File: src/rtl/fp16_pkg.sv
// FP16 shared definitions: field widths, special encodings, accumulator
// state type and small helpers used by the adder and the accumulator.
package fp16_pkg;

    localparam int FP16_W   = 16;
    localparam int EXP_W    = 5;
    localparam int MAN_W    = 10;
    localparam int EXP_BIAS = 15;

    localparam logic [EXP_W-1:0] EXP_MAX = 5'h1f;

    localparam logic [FP16_W-1:0] FP16_PZERO = 16'h0000;
    localparam logic [FP16_W-1:0] FP16_NZERO = 16'h8000;
    localparam logic [FP16_W-1:0] FP16_PINF  = 16'h7C00;
    localparam logic [FP16_W-1:0] FP16_NINF  = 16'hFC00;
    localparam logic [FP16_W-1:0] FP16_QNAN  = 16'h7E00;

    typedef enum logic [1:0] {
        IDLE = 2'd0,
        ACC  = 2'd1,
        DONE = 2'd2
    } acc_state_t;

    // Denormals become zero of the same sign.
    function automatic logic [15:0] fp16_ftz(input logic [15:0] x);
        return (x[14:10] == 5'd0) ? {x[15], 15'd0} : x;
    endfunction

    // Leading-zero count of a 14-bit value (result unused for zero).
    function automatic logic [3:0] lzc14(input logic [13:0] v);
        logic [3:0] n;
        n = 4'd0;
        for (int i = 0; i < 14; i++) begin
            if (v[i]) n = 4'(13 - i);
        end
        return n;
    endfunction

endpackage

File: src/rtl/fp16_add.sv
// Combinational IEEE binary16 adder, RNE, denormals flushed to zero.
// Ports: i_a, i_b (operands), o_sum (result).
module fp16_add
    import fp16_pkg::*;
(
    input  logic [15:0] i_a,
    input  logic [15:0] i_b,
    output logic [15:0] o_sum
);

    logic        w_sa, w_sb;
    logic [4:0]  w_ea, w_eb;
    logic [9:0]  w_fa, w_fb;

    assign {w_sa, w_ea, w_fa} = i_a;
    assign {w_sb, w_eb, w_fb} = i_b;

    logic w_a_zero, w_b_zero;
    logic w_a_nan,  w_b_nan;
    logic w_a_inf,  w_b_inf;

    assign w_a_zero = (w_ea == 5'd0);
    assign w_b_zero = (w_eb == 5'd0);
    assign w_a_nan  = (w_ea == EXP_MAX) &&  (|w_fa);
    assign w_b_nan  = (w_eb == EXP_MAX) &&  (|w_fb);
    assign w_a_inf  = (w_ea == EXP_MAX) && !(|w_fa);
    assign w_b_inf  = (w_eb == EXP_MAX) && !(|w_fb);

    // Larger magnitude goes on the "l" side; it sets the result sign.
    logic        w_swap;
    logic        w_sub;
    logic        w_l_s;
    logic [4:0]  w_l_e, w_s_e, w_d;
    logic [9:0]  w_l_f, w_s_f;

    assign w_swap = ({w_eb, w_fb} > {w_ea, w_fa});
    assign w_sub  = w_sa ^ w_sb;
    assign w_l_s  = w_swap ? w_sb : w_sa;
    assign w_l_e  = w_swap ? w_eb : w_ea;
    assign w_l_f  = w_swap ? w_fb : w_fa;
    assign w_s_e  = w_swap ? w_ea : w_eb;
    assign w_s_f  = w_swap ? w_fa : w_fb;
    assign w_d    = w_l_e - w_s_e;

    // 14-bit working format: hidden, 10 fraction, guard, round, sticky.
    logic [13:0] w_big, w_small, w_mask, w_aln;

    assign w_big   = {1'b1, w_l_f, 3'b000};
    assign w_small = {1'b1, w_s_f, 3'b000};
    assign w_mask  = (14'd1 << w_d) - 14'd1;
    assign w_aln   = (w_d >= 5'd13) ? 14'd1 :
                     ((w_small >> w_d) |
                      {13'd0, |(w_small & w_mask)});

    logic [14:0] w_sum15;
    logic [13:0] w_diff;
    logic [3:0]  w_lz;

    assign w_sum15 = {1'b0, w_big} + {1'b0, w_aln};
    assign w_diff  = w_big - w_aln;
    assign w_lz    = lzc14(w_diff);

    logic [13:0]       w_norm;
    logic signed [6:0] w_nexp;

    always_comb begin
        w_norm = 14'd0;
        w_nexp = 7'sd0;
        if (w_sub) begin
            w_norm = w_diff << w_lz;
            w_nexp = $signed({2'b00, w_l_e}) - $signed({3'b000, w_lz});
        end else if (w_sum15[14]) begin
            w_norm = {w_sum15[14:2], w_sum15[1] | w_sum15[0]};
            w_nexp = $signed({2'b00, w_l_e}) + 7'sd1;
        end else begin
            w_norm = w_sum15[13:0];
            w_nexp = $signed({2'b00, w_l_e});
        end
    end

    logic              w_rup;
    logic [11:0]       w_mrnd;
    logic signed [6:0] w_rexp;
    logic [9:0]        w_rfrac;

    assign w_rup   = w_norm[2] & (w_norm[1] | w_norm[0] | w_norm[3]);
    assign w_mrnd  = {1'b0, w_norm[13:3]} + {11'd0, w_rup};
    assign w_rexp  = w_nexp + (w_mrnd[11] ? 7'sd1 : 7'sd0);
    assign w_rfrac = w_mrnd[11] ? w_mrnd[10:1] : w_mrnd[9:0];

    // Underflow can only come from exact cancellation paths, so
    // testing the exponent before rounding is safe.
    always_comb begin
        o_sum = FP16_PZERO;
        if (w_a_nan || w_b_nan || (w_a_inf && w_b_inf && w_sub)) begin
            o_sum = FP16_QNAN;
        end else if (w_a_inf) begin
            o_sum = {w_sa, EXP_MAX, 10'd0};
        end else if (w_b_inf) begin
            o_sum = {w_sb, EXP_MAX, 10'd0};
        end else if (w_a_zero && w_b_zero) begin
            o_sum = {w_sa & w_sb, 15'd0};
        end else if (w_a_zero) begin
            o_sum = i_b;
        end else if (w_b_zero) begin
            o_sum = i_a;
        end else if (w_sub && (w_diff == 14'd0)) begin
            o_sum = FP16_PZERO;
        end else if (w_nexp < 7'sd1) begin
            o_sum = FP16_PZERO;
        end else if (w_rexp >= 7'sd31) begin
            o_sum = {w_l_s, EXP_MAX, 10'd0};
        end else begin
            o_sum = {w_l_s, w_rexp[4:0], w_rfrac};
        end
    end

endmodule

File: src/rtl/fp16_accumulator.sv
// Sums groups of FP16 elements into one FP16 result per group.
// Ports: clk, reset (async, low), clr, in_* stream, out_* result.
module fp16_accumulator
    import fp16_pkg::*;
#(
    parameter int DATA_WIDTH = 16,
    parameter int CNT_WIDTH  = 8
) (
    input  logic                  clk,
    input  logic                  reset,
    input  logic                  clr,
    input  logic                  in_valid,
    output logic                  in_ready,
    input  logic [DATA_WIDTH-1:0] in_data,
    input  logic                  in_last,
    output logic                  out_valid,
    input  logic                  out_ready,
    output logic [DATA_WIDTH-1:0] out_data,
    output logic [CNT_WIDTH-1:0]  out_count
);

    if (DATA_WIDTH != 16) begin : g_bad_width
        $error("fp16_accumulator supports DATA_WIDTH = 16 only");
    end

    acc_state_t             r_state;
    logic [15:0]            r_acc;
    logic [CNT_WIDTH-1:0]   r_count;
    logic                   r_in_ready;
    logic                   r_out_valid;
    logic [DATA_WIDTH-1:0]  r_out_data;
    logic [CNT_WIDTH-1:0]   r_out_count;

    logic [15:0]            w_sum;
    logic [15:0]            w_next_acc;
    logic [CNT_WIDTH-1:0]   w_cnt_inc;
    logic [CNT_WIDTH-1:0]   w_next_cnt;
    logic                   w_in_xfer;
    logic                   w_out_xfer;

    fp16_add u_add (
        .i_a   (r_acc),
        .i_b   (in_data),
        .o_sum (w_sum)
    );

    assign w_in_xfer  = in_valid && r_in_ready;
    assign w_out_xfer = r_out_valid && out_ready;

    // First element of a group starts the sum instead of adding to it.
    assign w_cnt_inc  = (r_count == '1) ? r_count :
                        r_count + CNT_WIDTH'(1);
    assign w_next_acc = (r_state == IDLE) ? fp16_ftz(in_data) : w_sum;
    assign w_next_cnt = (r_state == IDLE) ? CNT_WIDTH'(1) : w_cnt_inc;

    always_ff @(posedge clk or negedge reset) begin
        if (!reset) begin
            r_state     <= IDLE;
            r_acc       <= FP16_PZERO;
            r_count     <= '0;
            r_in_ready  <= 1'b1;
            r_out_valid <= 1'b0;
            r_out_data  <= '0;
            r_out_count <= '0;
        end else if (clr) begin
            r_state     <= IDLE;
            r_acc       <= FP16_PZERO;
            r_count     <= '0;
            r_in_ready  <= 1'b1;
            r_out_valid <= 1'b0;
            r_out_data  <= '0;
            r_out_count <= '0;
        end else begin
            unique case (r_state)
                IDLE, ACC: begin
                    if (w_in_xfer) begin
                        r_acc   <= w_next_acc;
                        r_count <= w_next_cnt;
                        if (in_last) begin
                            r_state     <= DONE;
                            r_in_ready  <= 1'b0;
                            r_out_valid <= 1'b1;
                            r_out_data  <= w_next_acc;
                            r_out_count <= w_next_cnt;
                        end else begin
                            r_state <= ACC;
                        end
                    end
                end
                DONE: begin
                    if (w_out_xfer) begin
                        r_state     <= IDLE;
                        r_in_ready  <= 1'b1;
                        r_out_valid <= 1'b0;
                    end
                end
                default: begin
                    r_state     <= IDLE;
                    r_in_ready  <= 1'b1;
                    r_out_valid <= 1'b0;
                end
            endcase
        end
    end

    assign in_ready  = r_in_ready;
    assign out_valid = r_out_valid;
    assign out_data  = r_out_data;
    assign out_count = r_out_count;

endmodule

File: config.mk
export PLATFORM = sky130hd
export DESIGN_NAME = fp16_accumulator
export DESIGN_NICKNAME = d
export VERILOG_FILES = /design/src/rtl/fp16_pkg.sv /design/src/rtl/fp16_add.sv /design/src/rtl/fp16_accumulator.sv
export SDC_FILE = /design/constraint.sdc
export NUM_CORES = 1
export LEC_CHECK = 0
export ABC_CLOCK_PERIOD_IN_PS = 15700
export BUFFER_PORTS_ARGS = -buffer_cell sky130_fd_sc_hd__buf_2
export CORE_AREA = 2 2 121 123
export CTS_CLUSTER_DIAMETER = 120
export CTS_CLUSTER_SIZE = 20
export DETAILED_ROUTE_END_ITERATION = 10
export DIE_AREA = 0 0 123 125
export HOLD_SLACK_MARGIN = 0.03
export PLACE_DENSITY_LB_ADDON = 0.05
export SLEW_MARGIN = 20
export SYNTH_ARGS = -nofsm -noshare
export SYNTH_HDL_FRONTEND = slang
export SYNTH_SLANG_ARGS = --single-unit
export TNS_END_PERCENT = 5
File: constraint.sdc
create_clock -name clk -period 15.7 [get_ports clk]
set_input_delay 0.785 -clock clk [delete_from_list [all_inputs] [get_ports clk]]
set_output_delay 0.785 -clock clk [all_outputs]
set_load 0.01 [all_outputs]
==> results of run 1 <==
worst max-delay path, delay by kind of cell:
family	cells	cell delay (ns)
fa+ha+maj	5	1.75
buf+inv	4	0.66
mux	1	0.17
simple gates	14	4.22
compound gates	21	5.53
state kept, by name, indices dropped and copies added, names as in the netlist:
register   cells
in_ready       1
out_count      8
out_data      16
out_valid      1
r_acc         16
r_count        8
r_state        2
final cells by class:
type	instances	area, µm²
clock inverter	2	60.1
inverter	65	248
clock buffer	5	125
multi-input combinational	952	6450
fill	1348	5490
timing repair buffer	55	295
tap	184	230
sequential	52	1300
synth_stat cells, types with 5 or more instances:
cell	count
nand2_1	127
nor2_1	106
a21oi_1	81
o21ai_0	74
inv_1	61
ha_1	52
dfrtp_1	51
clkbuf_1	37
nand3_1	37
a211oi_1	27
nor3_1	26
o211ai_1	20
a21o_1	18
mux2i_1	18
a31oi_1	17
xnor2_1	17
o21a_1	15
o22ai_1	15
a211o_1	14
o31ai_1	14
and3_1	13
nand2b_1	12
mux2_2	11
nand4_1	11
o21ai_1	11
nor2b_1	10
nor4_1	10
and2_1	9
buf_2	9
o31a_1	9
or3_1	9
a2111oi_0	8
or2_2	8
xor2_1	7
a221oi_1	6
a22o_1	6
a311oi_1	6
o21bai_1	5
o221ai_1	5
metrics by stage:
stage / area [µm²] / hold slack, ns / utilization, % / cells
after floorplan: 8230 / 0.481 / - / 1122
after global placement: 8530 / 0.457 / 60.0 / 1308
after detailed placement: 8530 / 0.469 / 60.0 / 1308
after CTS: 8710 / 0.487 / 61.3 / 1315
after global routing: 8710 / 0.513 / 61.3 / 1315
final: 8710 / 0.475 / 61.3 / 1315
metal layers:
layer / up-vias / GRT usage, %
met5: - / 0
met3: 105 / 5.02
met4: 0 / 16.0
met2: 434 / 60.3
met1: 4267 / 47.4
li1: 4277 / -
cell families (layout without fill, tap and decap cells):
family | count (synthesis) | count (layout) | synth area share [%]
adders and majority gates | 54 | 54 | 8.40
AOI/OAI and AO/OA | 431 | 431 | 37.9
muxes | 35 | 35 | 5.16
xor gates and xnor gates | 25 | 25 | 2.75
and+or+nand+nor | 407 | 407 | 24.1
DFF | 52 | 52 | 15.8
buffers and inverters | 118 | 127 | 5.93
worst max-delay path by stage:
stage                           start           to  slack [ns]  cells after the start
after floorplan           in_data[10]  out_data[8]        4.83                     49
after global placement    in_data[10]  out_data[8]        3.24                     45
after detailed placement  in_data[10]  out_data[3]        2.92                     45
after CTS                 in_data[10]     r_acc[3]        3.13                     45
after global routing      in_data[10]     r_acc[3]        1.74                     45
final                     in_data[10]  out_data[3]        2.74                     45
layout by cell type (no fill, tap or decap), drive strengths merged, types with 13 or more instances in the layout:
| master | Yosys | layout |
|---|---|---|
| nor3 | 27 | 27 |
| a21o | 18 | 18 |
| and3 | 14 | 14 |
| ha | 52 | 52 |
| a211oi | 28 | 28 |
| o31ai | 16 | 16 |
| xnor2 | 18 | 18 |
| dfrtp | 51 | 51 |
| o21ai | 86 | 86 |
| mux2 | 13 | 13 |
| nand2 | 128 | 128 |
| a31oi | 18 | 18 |
| o211ai | 20 | 20 |
| inv | 63 | 63 |
| nor2 | 108 | 108 |
| nor4 | 13 | 13 |
| a211o | 14 | 14 |
| a21oi | 82 | 82 |
| mux2i | 18 | 18 |
| nand3 | 37 | 37 |
| o22ai | 15 | 15 |
| buf | 16 | 55 |
| o21a | 15 | 15 |
==> flow_summary.ini, run 1 <==
[clocking]
cts.repair.resized = 0
root_buffer = clkbuf_16
hold_buffers = 0
clk_pin_slew_worst_paths_ns = 0.07
clk_path_buf_depth = 2
post_cts_buffers = 0
cts_sinks = 52
cts_buffers = 5
cts_tree = done
htreeDepth = 2
clk_latency_ns = 0.30

[global_route]
overflow = 0
antenna_found_initial = 0
grtUsageTotal_pct = 36.5
grt_pass1_vias = 8324
grt_pass1_wl_um = 44600
grt_max_degree = 53

[sta]
tightest_slew_ns = 1.02
hold_viol = 0
finalWorstSetupSlack_ns = 2.74
finalCritPeriodShare_pct = 82.5
max_freq_mhz = 77.2
drv_slew = 0
finalSetupTns_ns = 0
clock_skew_ns = 0.00940
final-setup-viol-count = 0
period_minus_slack_ns = 12.96
rsz0062_at_grt = false
slew_headroom_pct = 31.5

[detailed_routing]
via_per_inst = 6.91
drt_first_pass_iters = 6
wl_met1_um = 12000
dr_total_vias = 9083
ant_nets = 0
wl_per_cell_um = 21.5
met3WireLength_um = 1820
top_layer = met4
first_iter_violations = 1086
drc = 0
totalWireLength_um = 28300
dr_wl_met2_um = 13200

[synthesis]
synth_nets = 1198
yosys.area.top_type = dfrtp_1
synth.avg_cell_area_um2 = 7.33
synth_top_area_share_pct = 15.5
synthTopCellsByArea = dfrtp_1, ha_1, nand2_1
synthesis.area_mm2 = 0.00823
synth_edf_count = 0
synth_seq_cells = 52
async_flop_share_pct = 100
ys_seq_area_share_pct = 15.8
ys.flop_type = dfrtp_1
yosysUniqueCellTypes = 107
synth_cells = 1122
yosysWarnings = 0

[worst_setup_path]
slowest_stage = a21oi_4
crit_arrival_ns = 13.17
cpPeakStageDelay_ns = 0.86
start_kind = input pin
r2r_setup_slack_ns = 2.81
r2r_end = out_data[3]
path_common_cell = ha_1
crit_type = input pin to flip-flop
cp-end-kind = flip-flop
path_max_fanout = 43
rr_worst_depth = 45
crit_required_ns = 15.91
r2r-start = r_acc[10]

[die]
die_area_mm2 = 0.0154
die_h_um = 125
fp-row-count = 44
dieWidth_um = 123
start_util_pct = 57.9
core-area_mm2 = 0.0142
io_pins = 48

[cells_and_area]
area_delta_synth_final_pct = 5.89
diodes = 0
layout-drive-gt1-share_pct = 12.0
layout.nets = 1207

[flow_run]
cap_violations = 0

[place]
port_buffers = 47
place_worst_setup_slack_ns = 2.92
globalplace.congestion = 0.992
hpwl_um = 21900

[hold_path]
whs_path_depth = 2
min_from = out_count[3]
min_to = out_count[3]
hold_path_class = flip-flop to flip-flop

[status]
status = finished, final reports clean
Power of run 1 is left out: the tool's default activity adds up to more than one toggle a clock period on the data nets, which glitch-free logic cannot reach.
==> run 2: changes to the inputs <==
--- a/config.mk
+++ b/config.mk
@@ -5,13 +5,14 @@
 export SDC_FILE = /design/constraint.sdc
 export NUM_CORES = 1
 export LEC_CHECK = 0
-export ABC_CLOCK_PERIOD_IN_PS = 15700
+export ABC_AREA = 1
+export ABC_CLOCK_PERIOD_IN_PS = 11700
 export BUFFER_PORTS_ARGS = -buffer_cell sky130_fd_sc_hd__buf_2
-export CORE_AREA = 2 2 121 123
+export CORE_AREA = 2 2 120 122
 export CTS_CLUSTER_DIAMETER = 120
 export CTS_CLUSTER_SIZE = 20
 export DETAILED_ROUTE_END_ITERATION = 10
-export DIE_AREA = 0 0 123 125
+export DIE_AREA = 0 0 122 124
 export HOLD_SLACK_MARGIN = 0.03
 export PLACE_DENSITY_LB_ADDON = 0.05
 export SLEW_MARGIN = 20
==> constraint.sdc (replaced) <==
create_clock -name clk -period 11.7 [get_ports clk]
set_input_delay 0.585 -clock clk [delete_from_list [all_inputs] [get_ports clk]]
set_output_delay 0.585 -clock clk [all_outputs]
set_load 0.01 [all_outputs]
==> flow_summary.ini, run 2 <==
[global_route]
grt_pass1_vias = 7682
antenna_found_initial = 0
overflow = 0
grt_max_degree = 53
grtUsageTotal_pct = 31.2
grt_pass1_wl_um = 37900

[detailed_routing]
drt_first_pass_iters = 5
via_per_inst = 5.69
first_iter_violations = 726
wl_per_cell_um = 15.7
dr_total_vias = 8311
drc = 0
ant_nets = 0
totalWireLength_um = 23000

[clocking]
hold_buffers = 0
cts_sinks = 52
cts_tree = done
cts_buffers = 5
post_cts_buffers = 0
clk_pin_slew_worst_paths_ns = 0.07
clk_path_buf_depth = 2
clk_latency_ns = 0.30
root_buffer = clkbuf_16
cts.repair.resized = 0
htreeDepth = 2

[sta]
drv_slew = 0
hold_viol = 0
tightest_slew_ns = 1.05
rsz0062_at_grt = false
finalSetupTns_ns = 0
max_freq_mhz = 101
slew_headroom_pct = 29.6
period_minus_slack_ns = 9.92
finalCritPeriodShare_pct = 84.8
final-setup-viol-count = 0
clock_skew_ns = 0.00450

[die]
die_h_um = 124
die_area_mm2 = 0.0151
fp-row-count = 43
start_util_pct = 56.5
dieWidth_um = 122
core-area_mm2 = 0.0137
io_pins = 48

[worst_setup_path]
path_max_fanout = 41
rr_worst_depth = 55
start_kind = flip-flop
path_common_cell = nand2_1
cpPeakStageDelay_ns = 0.56
slowest_stage = nor2_1
crit_type = flip-flop to flip-flop
r2r_end = out_data[4]
r2r_setup_slack_ns = 1.78
r2r-start = r_acc[10]
crit_arrival_ns = 10.15
crit_required_ns = 11.93
cp-end-kind = flip-flop

[cells_and_area]
layout.nets = 1356
layout-drive-gt1-share_pct = 13.0
final_common_cell = nand2_1
area_delta_synth_final_pct = 4.55
layout_common_cells = nand2_1, nand3_1, inv_1
diodes = 0

[synthesis]
yosysWarnings = 0
synth_edf_count = 0
yosys.area.top_type = nand2_1
synth_top_area_share_pct = 18.3
yosysUniqueCellTypes = 55
synth_nets = 1350
synthTopCellsByArea = nand2_1, dfrtp_1, nand3_1
ys_seq_area_share_pct = 16.8
synth_seq_cells = 52
synth.avg_cell_area_um2 = 6.08
yosysMostFrequentCell = nand2_1
synthTopCellsByCount = nand2_1, nand3_1, inv_1
synth_cells = 1274
synthesis.area_mm2 = 0.00775
async_flop_share_pct = 100
ys.flop_type = dfrtp_1

[flow_run]
cap_violations = 0

[place]
port_buffers = 47
hpwl_um = 18400
globalplace.congestion = 0.956

[status]
status = finished, final reports clean

[hold_path]
hold_path_class = input pin to async pin
-- run 2: logic make-up (layout without fill, tap and decap cells) --
kind of cell,Yosys count,after routing,synth area share [%]
xor+xnor,25,25,3.02
buf+inv,216,223,11.6
simple gates,712,712,43.5
flops,52,52,16.8
compound gates,212,212,15.7
fa+ha+maj,54,54,8.91
mux,3,3,0.388
-- run 2: worst max path at each step --
stage / from / endpoint / slack, ns
2_1_floorplan: in_data[13] / r_acc[7] / 4.00
3_3_place_gp: in_data[10] / out_data[9] / 2.02
3_5_place_dp: in_data[10] / out_data[9] / 1.88
4_1_cts: r_acc[10] / out_data[9] / 1.97
5_1_grt: r_acc[10] / out_data[9] / 0.74
6_report: r_acc[10] / out_data[4] / 1.78
-- run 2: per-layer routing --
layer  GRT usage [%]  share of wire, %  up-vias
li1                -                 -     4180
met1            41.5                45     3757
met2            51.4                45      304
met3            3.66               6.2       70
met4            13.2               4.2        0
met5               0                 0        -
-- run 2: stage by stage --
stage	cells	util, %	hold slack (ns)	worst slack, ns	cell area [µm²]
finish	1461	59.1	0.390	1.78	8100
floorplan	1274	-	0.289	4.00	7750
detailed placement	1453	57.9	0.460	1.88	7950
global placement	1453	57.9	0.462	2.02	7950
global route	1461	59.1	0.459	0.740	8100
CTS	1461	59.1	0.418	1.97	8100
-- run 2: area by class of cell --
class                      count  area (µm²)
inverter                     165         619
tap                          180         225
multi-input combinational   1006        5540
sequential                    52        1300
clock buffer                   6         139
clock inverter                 2        13.8
timing repair buffer          50         258
fill                        1465        5620
-- run 2: critical path: cells and delay by family, from the launching register on --
kind / cells / cell delay [ns]
AND/OR/NAND/NOR: 29 / 4.26
adder cells (fa/ha/maj): 4 / 1.18
XOR/XNOR: 1 / 0.22
flip-flops: 1 / 0.49
buffers and inverters: 9 / 1.25
AO/OA/AOI/OAI: 12 / 2.41
Power of run 2 is left out for the same reason.
